## src/rtl/mem_port_arbiter_if.sv

```systemverilog
// Bundle of the fetch, load/store and memory-side signals around mem_port_arbiter.
// The slave modport is the arbiter's view; master is the requester/memory side.
interface mem_port_arbiter_if #(
   parameter int AW = 32,
   parameter int DW = 32
);
   logic              if_req;
   logic [AW-1:0]     if_addr;
   logic              if_ack;
   logic [DW-1:0]     if_rdata;

   logic              d_req;
   logic              d_we;
   logic [AW-1:0]     d_addr;
   logic [DW/8-1:0]   d_be;
   logic [DW-1:0]     d_wdata;
   logic              d_ack;
   logic [DW-1:0]     d_rdata;

   logic              mem_en;
   logic              mem_we;
   logic [DW/8-1:0]   mem_be;
   logic [AW-1:0]     mem_addr;
   logic [DW-1:0]     mem_wdata;
   logic [DW-1:0]     mem_rdata;

   logic              busy;

   modport slave (
      input  if_req, if_addr, d_req, d_we, d_addr, d_be, d_wdata, mem_rdata,
      output if_ack, if_rdata, d_ack, d_rdata,
      output mem_en, mem_we, mem_be, mem_addr, mem_wdata, busy
   );

   modport master (
      output if_req, if_addr, d_req, d_we, d_addr, d_be, d_wdata, mem_rdata,
      input  if_ack, if_rdata, d_ack, d_rdata,
      input  mem_en, mem_we, mem_be, mem_addr, mem_wdata, busy
   );
endinterface

```

## src/rtl/mem_port_arbiter.sv

```systemverilog
// Shares one single-port memory between fetch and load/store requesters: IDLE -> ACCESS(LAT) -> DONE.
// Define MEM_ARB_RR_EN for round-robin tie breaking; otherwise data has fixed priority over fetch.
module mem_port_arbiter #(
   parameter int AW  = 32,
   parameter int DW  = 32,
   parameter int LAT = 2
) (
   input logic               clk,
   input logic               reset,
   mem_port_arbiter_if.slave bus
);
   localparam int BW = DW / 8;
   localparam int CW = (LAT > 1) ? $clog2(LAT) : 1;

   typedef enum logic [1:0] {
      IDLE   = 2'd0,
      ACCESS = 2'd1,
      DONE   = 2'd2
   } state_e;

   state_e          state_q;
   logic [CW-1:0]   cnt_q;
   logic            own_data_q;
   logic [AW-1:0]   mem_addr_q;
   logic [BW-1:0]   mem_be_q;
   logic [DW-1:0]   mem_wdata_q;
   logic            mem_we_q;
   logic            mem_en_q;
   logic            if_ack_q;
   logic            d_ack_q;
   logic            busy_q;
   logic [DW-1:0]   if_rdata_q;
   logic [DW-1:0]   d_rdata_q;
   logic            sel_data_d;

`ifdef MEM_ARB_RR_EN
   logic            last_data_q;

   // Tie goes to whichever requester was not served last.
   always_comb begin
      sel_data_d = bus.d_req & (~bus.if_req | ~last_data_q);
   end

   // Pointer tracks the most recent grant, contested or not.
   always_ff @(posedge clk) begin
      if (!reset) begin
         last_data_q <= 1'b1;
      end else if (state_q == IDLE && (bus.if_req || bus.d_req)) begin
         last_data_q <= sel_data_d;
      end
   end
`else
   // Data always wins a tie.
   always_comb begin
      sel_data_d = bus.d_req;
   end
`endif

   // Sequencer: latch the winner, run the memory for LAT cycles, then ack once.
   always_ff @(posedge clk) begin
      if (!reset) begin
         state_q     <= IDLE;
         cnt_q       <= '0;
         own_data_q  <= 1'b0;
         mem_addr_q  <= '0;
         mem_be_q    <= '0;
         mem_wdata_q <= '0;
         mem_we_q    <= 1'b0;
         mem_en_q    <= 1'b0;
         if_ack_q    <= 1'b0;
         d_ack_q     <= 1'b0;
         busy_q      <= 1'b0;
         if_rdata_q  <= '0;
         d_rdata_q   <= '0;
      end else begin
         case (state_q)
            IDLE: begin
               if (bus.if_req || bus.d_req) begin
                  own_data_q <= sel_data_d;
                  if (sel_data_d) begin
                     mem_addr_q  <= bus.d_addr;
                     mem_be_q    <= bus.d_be;
                     mem_we_q    <= bus.d_we;
                     mem_wdata_q <= bus.d_wdata;
                  end else begin
                     mem_addr_q  <= bus.if_addr;
                     mem_be_q    <= '1;
                     mem_we_q    <= 1'b0;
                     mem_wdata_q <= '0;
                  end
                  cnt_q    <= CW'(LAT - 1);
                  mem_en_q <= 1'b1;
                  busy_q   <= 1'b1;
                  state_q  <= ACCESS;
               end else begin
                  state_q <= IDLE;
               end
            end
            ACCESS: begin
               if (cnt_q == '0) begin
                  if (!mem_we_q) begin
                     if (own_data_q) begin
                        d_rdata_q <= bus.mem_rdata;
                     end else begin
                        if_rdata_q <= bus.mem_rdata;
                     end
                  end
                  mem_en_q <= 1'b0;
                  mem_we_q <= 1'b0;
                  if_ack_q <= ~own_data_q;
                  d_ack_q  <= own_data_q;
                  state_q  <= DONE;
               end else begin
                  cnt_q <= cnt_q - CW'(1);
               end
            end
            DONE: begin
               if_ack_q <= 1'b0;
               d_ack_q  <= 1'b0;
               busy_q   <= 1'b0;
               state_q  <= IDLE;
            end
            default: begin
               mem_en_q <= 1'b0;
               mem_we_q <= 1'b0;
               if_ack_q <= 1'b0;
               d_ack_q  <= 1'b0;
               busy_q   <= 1'b0;
               state_q  <= IDLE;
            end
         endcase
      end
   end

   assign bus.if_ack    = if_ack_q;
   assign bus.if_rdata  = if_rdata_q;
   assign bus.d_ack     = d_ack_q;
   assign bus.d_rdata   = d_rdata_q;
   assign bus.mem_en    = mem_en_q;
   assign bus.mem_we    = mem_we_q;
   assign bus.mem_be    = mem_be_q;
   assign bus.mem_addr  = mem_addr_q;
   assign bus.mem_wdata = mem_wdata_q;
   assign bus.busy      = busy_q;
endmodule

```

## src/flat_wrapper.sv

```systemverilog
// flat-port wrapper written by rule: the top's interface ports become plain ports
module mem_port_arbiter_flat 
#(
   parameter int AW  = 32,
   parameter int DW  = 32,
   parameter int LAT = 2
)
  (clk, reset, bus_if_req, bus_if_addr, bus_d_req, bus_d_we, bus_d_addr, bus_d_be, bus_d_wdata, bus_mem_rdata, bus_if_ack, bus_if_rdata, bus_d_ack, bus_d_rdata, bus_mem_en, bus_mem_we, bus_mem_be, bus_mem_addr, bus_mem_wdata, bus_busy);
  mem_port_arbiter_if #(.AW(AW), .DW(DW)) bus_i ();
  input logic clk;
  input logic reset;
  input wire logic [$bits(bus_i.if_req)-1:0] bus_if_req;
  input wire logic [$bits(bus_i.if_addr)-1:0] bus_if_addr;
  input wire logic [$bits(bus_i.d_req)-1:0] bus_d_req;
  input wire logic [$bits(bus_i.d_we)-1:0] bus_d_we;
  input wire logic [$bits(bus_i.d_addr)-1:0] bus_d_addr;
  input wire logic [$bits(bus_i.d_be)-1:0] bus_d_be;
  input wire logic [$bits(bus_i.d_wdata)-1:0] bus_d_wdata;
  input wire logic [$bits(bus_i.mem_rdata)-1:0] bus_mem_rdata;
  output wire logic [$bits(bus_i.if_ack)-1:0] bus_if_ack;
  output wire logic [$bits(bus_i.if_rdata)-1:0] bus_if_rdata;
  output wire logic [$bits(bus_i.d_ack)-1:0] bus_d_ack;
  output wire logic [$bits(bus_i.d_rdata)-1:0] bus_d_rdata;
  output wire logic [$bits(bus_i.mem_en)-1:0] bus_mem_en;
  output wire logic [$bits(bus_i.mem_we)-1:0] bus_mem_we;
  output wire logic [$bits(bus_i.mem_be)-1:0] bus_mem_be;
  output wire logic [$bits(bus_i.mem_addr)-1:0] bus_mem_addr;
  output wire logic [$bits(bus_i.mem_wdata)-1:0] bus_mem_wdata;
  output wire logic [$bits(bus_i.busy)-1:0] bus_busy;
  assign bus_i.if_req = bus_if_req;
  assign bus_i.if_addr = bus_if_addr;
  assign bus_i.d_req = bus_d_req;
  assign bus_i.d_we = bus_d_we;
  assign bus_i.d_addr = bus_d_addr;
  assign bus_i.d_be = bus_d_be;
  assign bus_i.d_wdata = bus_d_wdata;
  assign bus_i.mem_rdata = bus_mem_rdata;
  assign bus_if_ack = bus_i.if_ack;
  assign bus_if_rdata = bus_i.if_rdata;
  assign bus_d_ack = bus_i.d_ack;
  assign bus_d_rdata = bus_i.d_rdata;
  assign bus_mem_en = bus_i.mem_en;
  assign bus_mem_we = bus_i.mem_we;
  assign bus_mem_be = bus_i.mem_be;
  assign bus_mem_addr = bus_i.mem_addr;
  assign bus_mem_wdata = bus_i.mem_wdata;
  assign bus_busy = bus_i.busy;
  mem_port_arbiter #(.AW(AW), .DW(DW), .LAT(LAT)) u_core (.clk(clk), .reset(reset), .bus(bus_i));
endmodule
```

## config.mk

```make
export PLATFORM = sky130hd
export DESIGN_NAME = mem_port_arbiter_flat
export DESIGN_NICKNAME = d
export VERILOG_FILES = /design/src/rtl/mem_port_arbiter_if.sv /design/src/rtl/mem_port_arbiter.sv /design/src/flat_wrapper.sv
export SDC_FILE = /design/constraint.sdc
export NUM_CORES = 1
export LEC_CHECK = 0
export BUFFER_PORTS_ARGS = -buffer_cell sky130_fd_sc_hd__buf_2
export CAP_MARGIN = 20
export CORE_MARGIN = 2
export CORE_UTILIZATION = 42
export CTS_BUF_LIST = sky130_fd_sc_hd__clkbuf_4 sky130_fd_sc_hd__clkbuf_8 sky130_fd_sc_hd__clkbuf_16
export DETAILED_ROUTE_END_ITERATION = 10
export MAX_ROUTING_LAYER = met4
export PLACE_DENSITY_LB_ADDON = 0.12
export SYNTH_ARGS = -nofsm -noshare
export SYNTH_HDL_FRONTEND = slang
export SYNTH_SLANG_ARGS = --single-unit
```

## constraint.sdc

```tcl
create_clock -name clk -period 1.65 [get_ports clk]
set_input_delay 0.165 -clock clk [delete_from_list [all_inputs] [get_ports clk]]
set_output_delay 0.165 -clock clk [all_outputs]
set_load 0.02 [all_outputs]
```

**Yosys cells after proc, flatten, opt, wreduce, memory -nomap -nowiden**

Index checks and enable logic that the tools add are counted.

- Register bits: 141
- Latch bits: 0
- Memory bits (writable): 0
- Memory bits (read-only): 0
- Input bits: 137
- Logic and storage cells: 53
- Memories: 0

- Add/subtract/negate cells: 1
- Multiply operators: 0
- Div/mod/pow operators: 0
- Magnitude comparators: 0
- Equality and inequality tests: 4
- Shift-type cells: 0
- Muxes and demuxes: 19
- Bitwise operators: 6
- Reductions and logical operators: 10

Operator list:

| kind | count |
|---|---|
| 2-to-1 mux 32 bit | 2 |
| 2-to-1 mux 1 bit | 8 |
| case mux 1 bit (2 select lines) | 4 |
| AND reduction 2 bit | 4 |
| AND reduction 4 bit | 2 |
| inverter 1 bit | 6 |
| case mux 1 bit (3 select lines) | 2 |
| 2-to-1 mux 4 bit | 1 |
| case mux 2 bit (2 select lines) | 1 |
| AND reduction 3 bit | 1 |
| equality test 2 x 1 -> 1 bit (second input constant) | 1 |
| equality test 2 bit (second input constant) | 1 |
| logical NOT 2 bit | 1 |
| 2-to-1 mux 2 bit | 1 |
| != test 2 x 1 -> 1 bit (second input constant) | 1 |
| != test 2 bit (second input constant) | 1 |
| nonzero test 2 bit | 1 |
| logical OR 1 bit | 1 |
| subtractor 1 bit (second input constant) | 1 |

**Logic depth before layout (Yosys ltp)**

- Depth after elaboration: 3
- Mapped depth: 6
- Gate-level depth less buffers: 3

**Least setup slack after synthesis**

Ideal clock, no wire load.

- Path kind: register to register
- From: register u_core.state_q[1]
- To: register u_core.d_rdata_q[0], in the netlist u_core.bus.d_rdata[0]
- Setup time: 120 ps
- Arrival: 1,414 ps
- Path slack: 117 ps
- Cell stages (with the launch flop): 7
- Path buffers: 3
- Period minus slack after synthesis: 1,533 ps
- Cells stage by stage: dfxtp_1 -> buf_6 -> nand2b_4 -> or4b_1 -> buf_2 -> buf_6 -> mux2i_1

- Longest elaborated chain between the ends: 2

Ends and longest elaborated chain:

| what | RTL line | source |
|---|---|---|
| start, declared | mem_port_arbiter.sv:21 | `state_e state_q;` |
| start signal, assigned | mem_port_arbiter.sv:62 | `state_q <= IDLE;` |
| start signal, assigned | mem_port_arbiter.sv:94 | `state_q <= ACCESS;` |
| start signal, assigned | mem_port_arbiter.sv:96 | `state_q <= IDLE;` |
| equality test 2 x 1 -> 1 bit | mem_port_arbiter.sv:76 | `case (state_q)` |
| AND reduction 4 bit (no source line) | n/a |  |
| end signal, assigned | mem_port_arbiter.sv:103 | `d_rdata_q <= bus.mem_rdata;` |
| end, declared | mem_port_arbiter.sv:33 | `logic [DW-1:0] d_rdata_q;` |

No other way between the ends.
A chain may end at the register's enable or synchronous reset.

**Worst setup path in the final report**

- From: register u_core.state_q[1]
- To: register u_core.d_rdata_q[22], in the netlist u_core.bus.d_rdata[22]

Same word-level chain as after synthesis.

==> results.md <==
- The run finished with clean final reports.
- After synthesis, the share of flip-flops with an asynchronous set or reset is 0.
- The final worst setup slack is around 200 ps.
- The post-layout minimum cycle time is 1452 ps.
- Setup repair after global routing left no endpoint under its margin.
- The maximum fanout encountered on the critical timing path is 16.
- The region available for standard cell placement spans 13190 um^2.
- The number of sinks handled by clock tree synthesis is 141.
- Prior to clock tree synthesis, the placed netlist has a worst setup slack of 49.67 ps.
- The design draws between 9 and 10 mW.
- By area the synthesized netlist is led by dfxtp_1 (50%), mux2i_1 (17%), nand2_1 (8.8%), o211a_1 (5.7%), a21boi_0 (4.2%).
- The critical register-to-register path startpoint is u_core.state_q[1]$_SDFFE_PN0P_.
- In this run the remaining antenna-violating nets after routing total 0.
- In the routed design, unresolved DRC markers number 0.
- The share of the synthesized area in the top cell type is 0.4988.
- Internal power comes to 6.589 mW.
- In the finished design, the share of the clock period the worst path needs comes to 0.8798.
- Across every metal layer, demand over resource in global routing totals 0.2167.
- The switching fraction of total power is 0.2691.
- The class of the most critical setup path is flip-flop to flip-flop.
- The ratio of cells with drive above 1 in the final layout is 0.3840.
- The final antenna diode count is 0.
- The combined area of all synthesized cells is 5659 um^2.
- In the final routed layout, each cell accounts on average for 14.75 um.
- In the synthesized netlist, the cells that appear most often are dfxtp_1 (141), nand2_1 (132), mux2i_1 (97).
- The type of element capturing the critical path is a flip-flop.
- The clock latency on the worst-skew pair is 410 ps.
- After legalization and detailed placement, the total HPWL measured 10720 um.
- At the end of routability-driven placement, the weighted congestion stood at 0.7935.
- The leakage power figure is approximately 4.3 nW.
- The initial antenna violation count is 0.
- No sink is reached through more buffers than the 2 on the longest clock path.
- Dividing the detail-routed via count by the number of cells gives 4.950.
- The minimum setup slack among reg-to-reg paths is 200 ps.
- The share of total power dissipated in the clock network is 0.398.
- The number of slew-limit violations in the final report is 0.
- The routed layout has 5202 vias.
- The first-pass GRT wire length is ~24000 um.
- The post-synthesis average cell area is 9.707 um^2.
- The combinational share of power is 0.182.
- The hold path startpoint is bus_d_wdata[4].
- CTS built an H-tree with a depth of 4.
- The number of nets produced by synthesis is 720.
- The cell count after synthesis came out at 583.
- The tool flagged a number of max-cap violations equal to 0.
- Summed over all instances, the cell type with the most area after synthesis is dfxtp_1.
- The count of cells in the finished layout, fillers not included, comes to 1051.
- Yosys mapped a number of flops with a built-in enable equal to 0.
- For this run, the register share of the synthesized area comes to 0.4988.
- The tightest slew margin relative to the limit is 0.7518.
- dfxtp_1 is the most common cell in the netlist.
- The number of distinct standard cells referenced by the synthesized netlist is 28.
- The pre-antenna-repair detailed-routing pass consisted of 4 iterations.
- The worst min-delay path category is input port to flip-flop.
- The number of design-rule violations left by the first detailed-router iteration is 234.
- Measured on the finished design, the core utilization comes to 0.6115.
- Synthesis inferred 141 register bits.
- The kind of start point of the critical path is a flip-flop.
- The endpoint identified for the worst register-to-register timing path is u_core.bus.d_rdata[22]$_SDFFE_PN0P_.
- The die outline area is 14420 um^2.
- From bottom edge to top edge, the die measures 120.1 um.
- The number of warnings issued by yosys is 0.
- TritonCTS built the clock tree.
- The area growth from synthesis to layout is 42.52%.
- The final total negative setup slack is 0 ps.
- The number of global-route vias before repair is 5148.
- The required time reported for the critical path endpoint is 1940 ps.
- The floorplan has 42 rows.
- CTS placed an instance of clkbuf_16 at the clock tree root.
- The worst reg2reg path depth is 4.
- The boundary pin count is 274.
- Data arrives at the worst endpoint at 1740 ps.
- The top flip-flop cell by instance count after synthesis is dfxtp_1.
- The initial utilization of the core area, before any placement, comes to 0.4290.
- The power per unit of standard cell area is 1118 nW/um^2.
- In this run the worst setup path terminates at u_core.bus.d_rdata[22]$_SDFFE_PN0P_.
- Entering global routing, the biggest net connects 65 pins.
- The die is 120.1 um wide.
- The final hold violation count is 0.
- The count of endpoints failing setup in the final report is 0.
- Static timing analysis puts the maximum clock frequency at 0.6889 GHz.
- The total CTS buffers is 17.
- The most critical setup path has its startpoint at u_core.state_q[1]$_SDFFE_PN0P_.
- Including well taps, the total number of placed cells is 998.
- The worst-case IR drop observed on VDD is 0.6366 mV.
- For the pin with the worst max-slew slack, the measured transition is 372.4 ps.
- The register share of total power is 0.420.
- After detailed routing, the total wire length is 15500 um.
- The largest clock skew in the final design is 9.348 ps.
- In the final design database the tool counted 1001 nets.
- Global routing finished with a remaining overflow of 0.
- The count of buffers inserted at the top-level ports is 273.
- The clock transition at the register clock pins on the worst setup and hold paths after CTS is 50 ps.
- Summed over all nets, the switching power comes to 2.426 mW.
## layout make-up
type / instances / area (um^2)
Clock buffer: 23 / 495.5
Clock inverter: 7 / 63.81
Fill cell: 1129 / 5125
Multi-Input combinational cell: 389 / 2619
Sequential cell: 141 / 2823
Tap cell: 176 / 220.2
Timing Repair Buffer: 315 / 1844
## power groups by stage
stage	Clock (mW)	Combinational (mW)	Sequential, mW
after global placement	0	1.57	3.85
after floorplan	0	0.670	4.15
after CTS	3.67	1.64	3.79
after global routing	3.84	1.78	3.82
after detailed placement	0	1.60	3.85
final	3.59	1.64	3.79
## logic make-up after synthesis
group / after synthesis / synth area share
and+or+nand+nor: 182 / 0.1388
DFF: 141 / 0.4988
AOI/OAI and AO/OA: 110 / 0.1481
muxes: 97 / 0.1716
buffers and inverters: 53 / 0.04267
## repair_timing
action / in CTS / in global routing
hold buffers: 22 / 0
setup buffers: 0 / 0
endpoints found under the hold margin: 22 / 0
setup endpoints to repair: 0 / 7
resized for setup: 0 / 1
## registers in the layout, indices dropped and copies added, names as in the netlist, 2 cells and up
register,count
u_core.state_q,2
u_core.bus.d_rdata,32
u_core.bus.mem_be,4
u_core.bus.if_rdata,32
u_core.bus.mem_addr,32
u_core.bus.mem_wdata,32
## critical path: stages, from the launching register on
cell and delay (ps):
dfxtp_1 310, nand2b_4 140, or4b_4 530, clkbuf_16 230
mux2i_1 130
## stage by stage
stage	cell area, um^2	hold WS (ps)
global placement	7257	403.7
CTS	8036	0.2203
finish	8065	16.58
floorplan	5659	299.9
detailed placement	7257	413.5
global route	8065	5.966
## metal layers
layer | wire length, um | share of wire | track usage
met5 | 0 | 0 | -
met4 | 368 | 0.024 | 0.09632
met3 | 983 | 0.063 | 0.06416
met2 | 7551 | 0.49 | 0.3523
met1 | 6597 | 0.43 | 0.2472
## placed cells by master (no fill, tap or decap)
master | Yosys | routed
a21boi_1 | 5 | 5
nand3b_1 | 1 | 1
nor2_1 | 4 | 2
nand3_1 | 32 | 32
bufinv_16 | 0 | 1
buf_12 | 0 | 7
nor3b_4 | 0 | 1
clkinv_2 | 0 | 5
or4b_4 | 0 | 1
dfxtp_1 | 141 | 141
a221oi_1 | 1 | 1
nand2b_1 | 4 | 4
nand2_1 | 132 | 132
or2_1 | 1 | 1
or2_2 | 1 | 1
clkbuf_16 | 0 | 18
a21boi_0 | 32 | 32
dlygate4sd3_1 | 0 | 22
nor3b_1 | 2 | 2
buf_4 | 0 | 13
nor4_4 | 0 | 1
nand2b_4 | 1 | 1
clkinv_4 | 0 | 1
o21ai_0 | 33 | 33
a21oi_1 | 1 | 1
a31o_2 | 1 | 1
nor2_2 | 1 | 3
clkbuf_4 | 0 | 2
o211a_1 | 32 | 32
clkbuf_8 | 0 | 4
mux2i_1 | 97 | 97
buf_2 | 10 | 272
o21a_1 | 1 | 1
o221a_2 | 4 | 4
## how the worst min path moves through the flow
stage | cells after the start | endpoint
after floorplan | 2 | u_core.bus.mem_wdata[18]$_SDFFE_PN0P_
after global routing | 3 | u_core.bus.mem_wdata[21]$_SDFFE_PN0P_
after CTS | 3 | u_core.bus.mem_wdata[13]$_SDFFE_PN0P_
final | 3 | u_core.bus.mem_wdata[4]$_SDFFE_PN0P_
after detailed placement | 3 | u_core.bus.mem_wdata[2]$_SDFFE_PN0P_
after global placement | 3 | u_core.bus.mem_wdata[18]$_SDFFE_PN0P_
(Power assumes the default switching activity.)
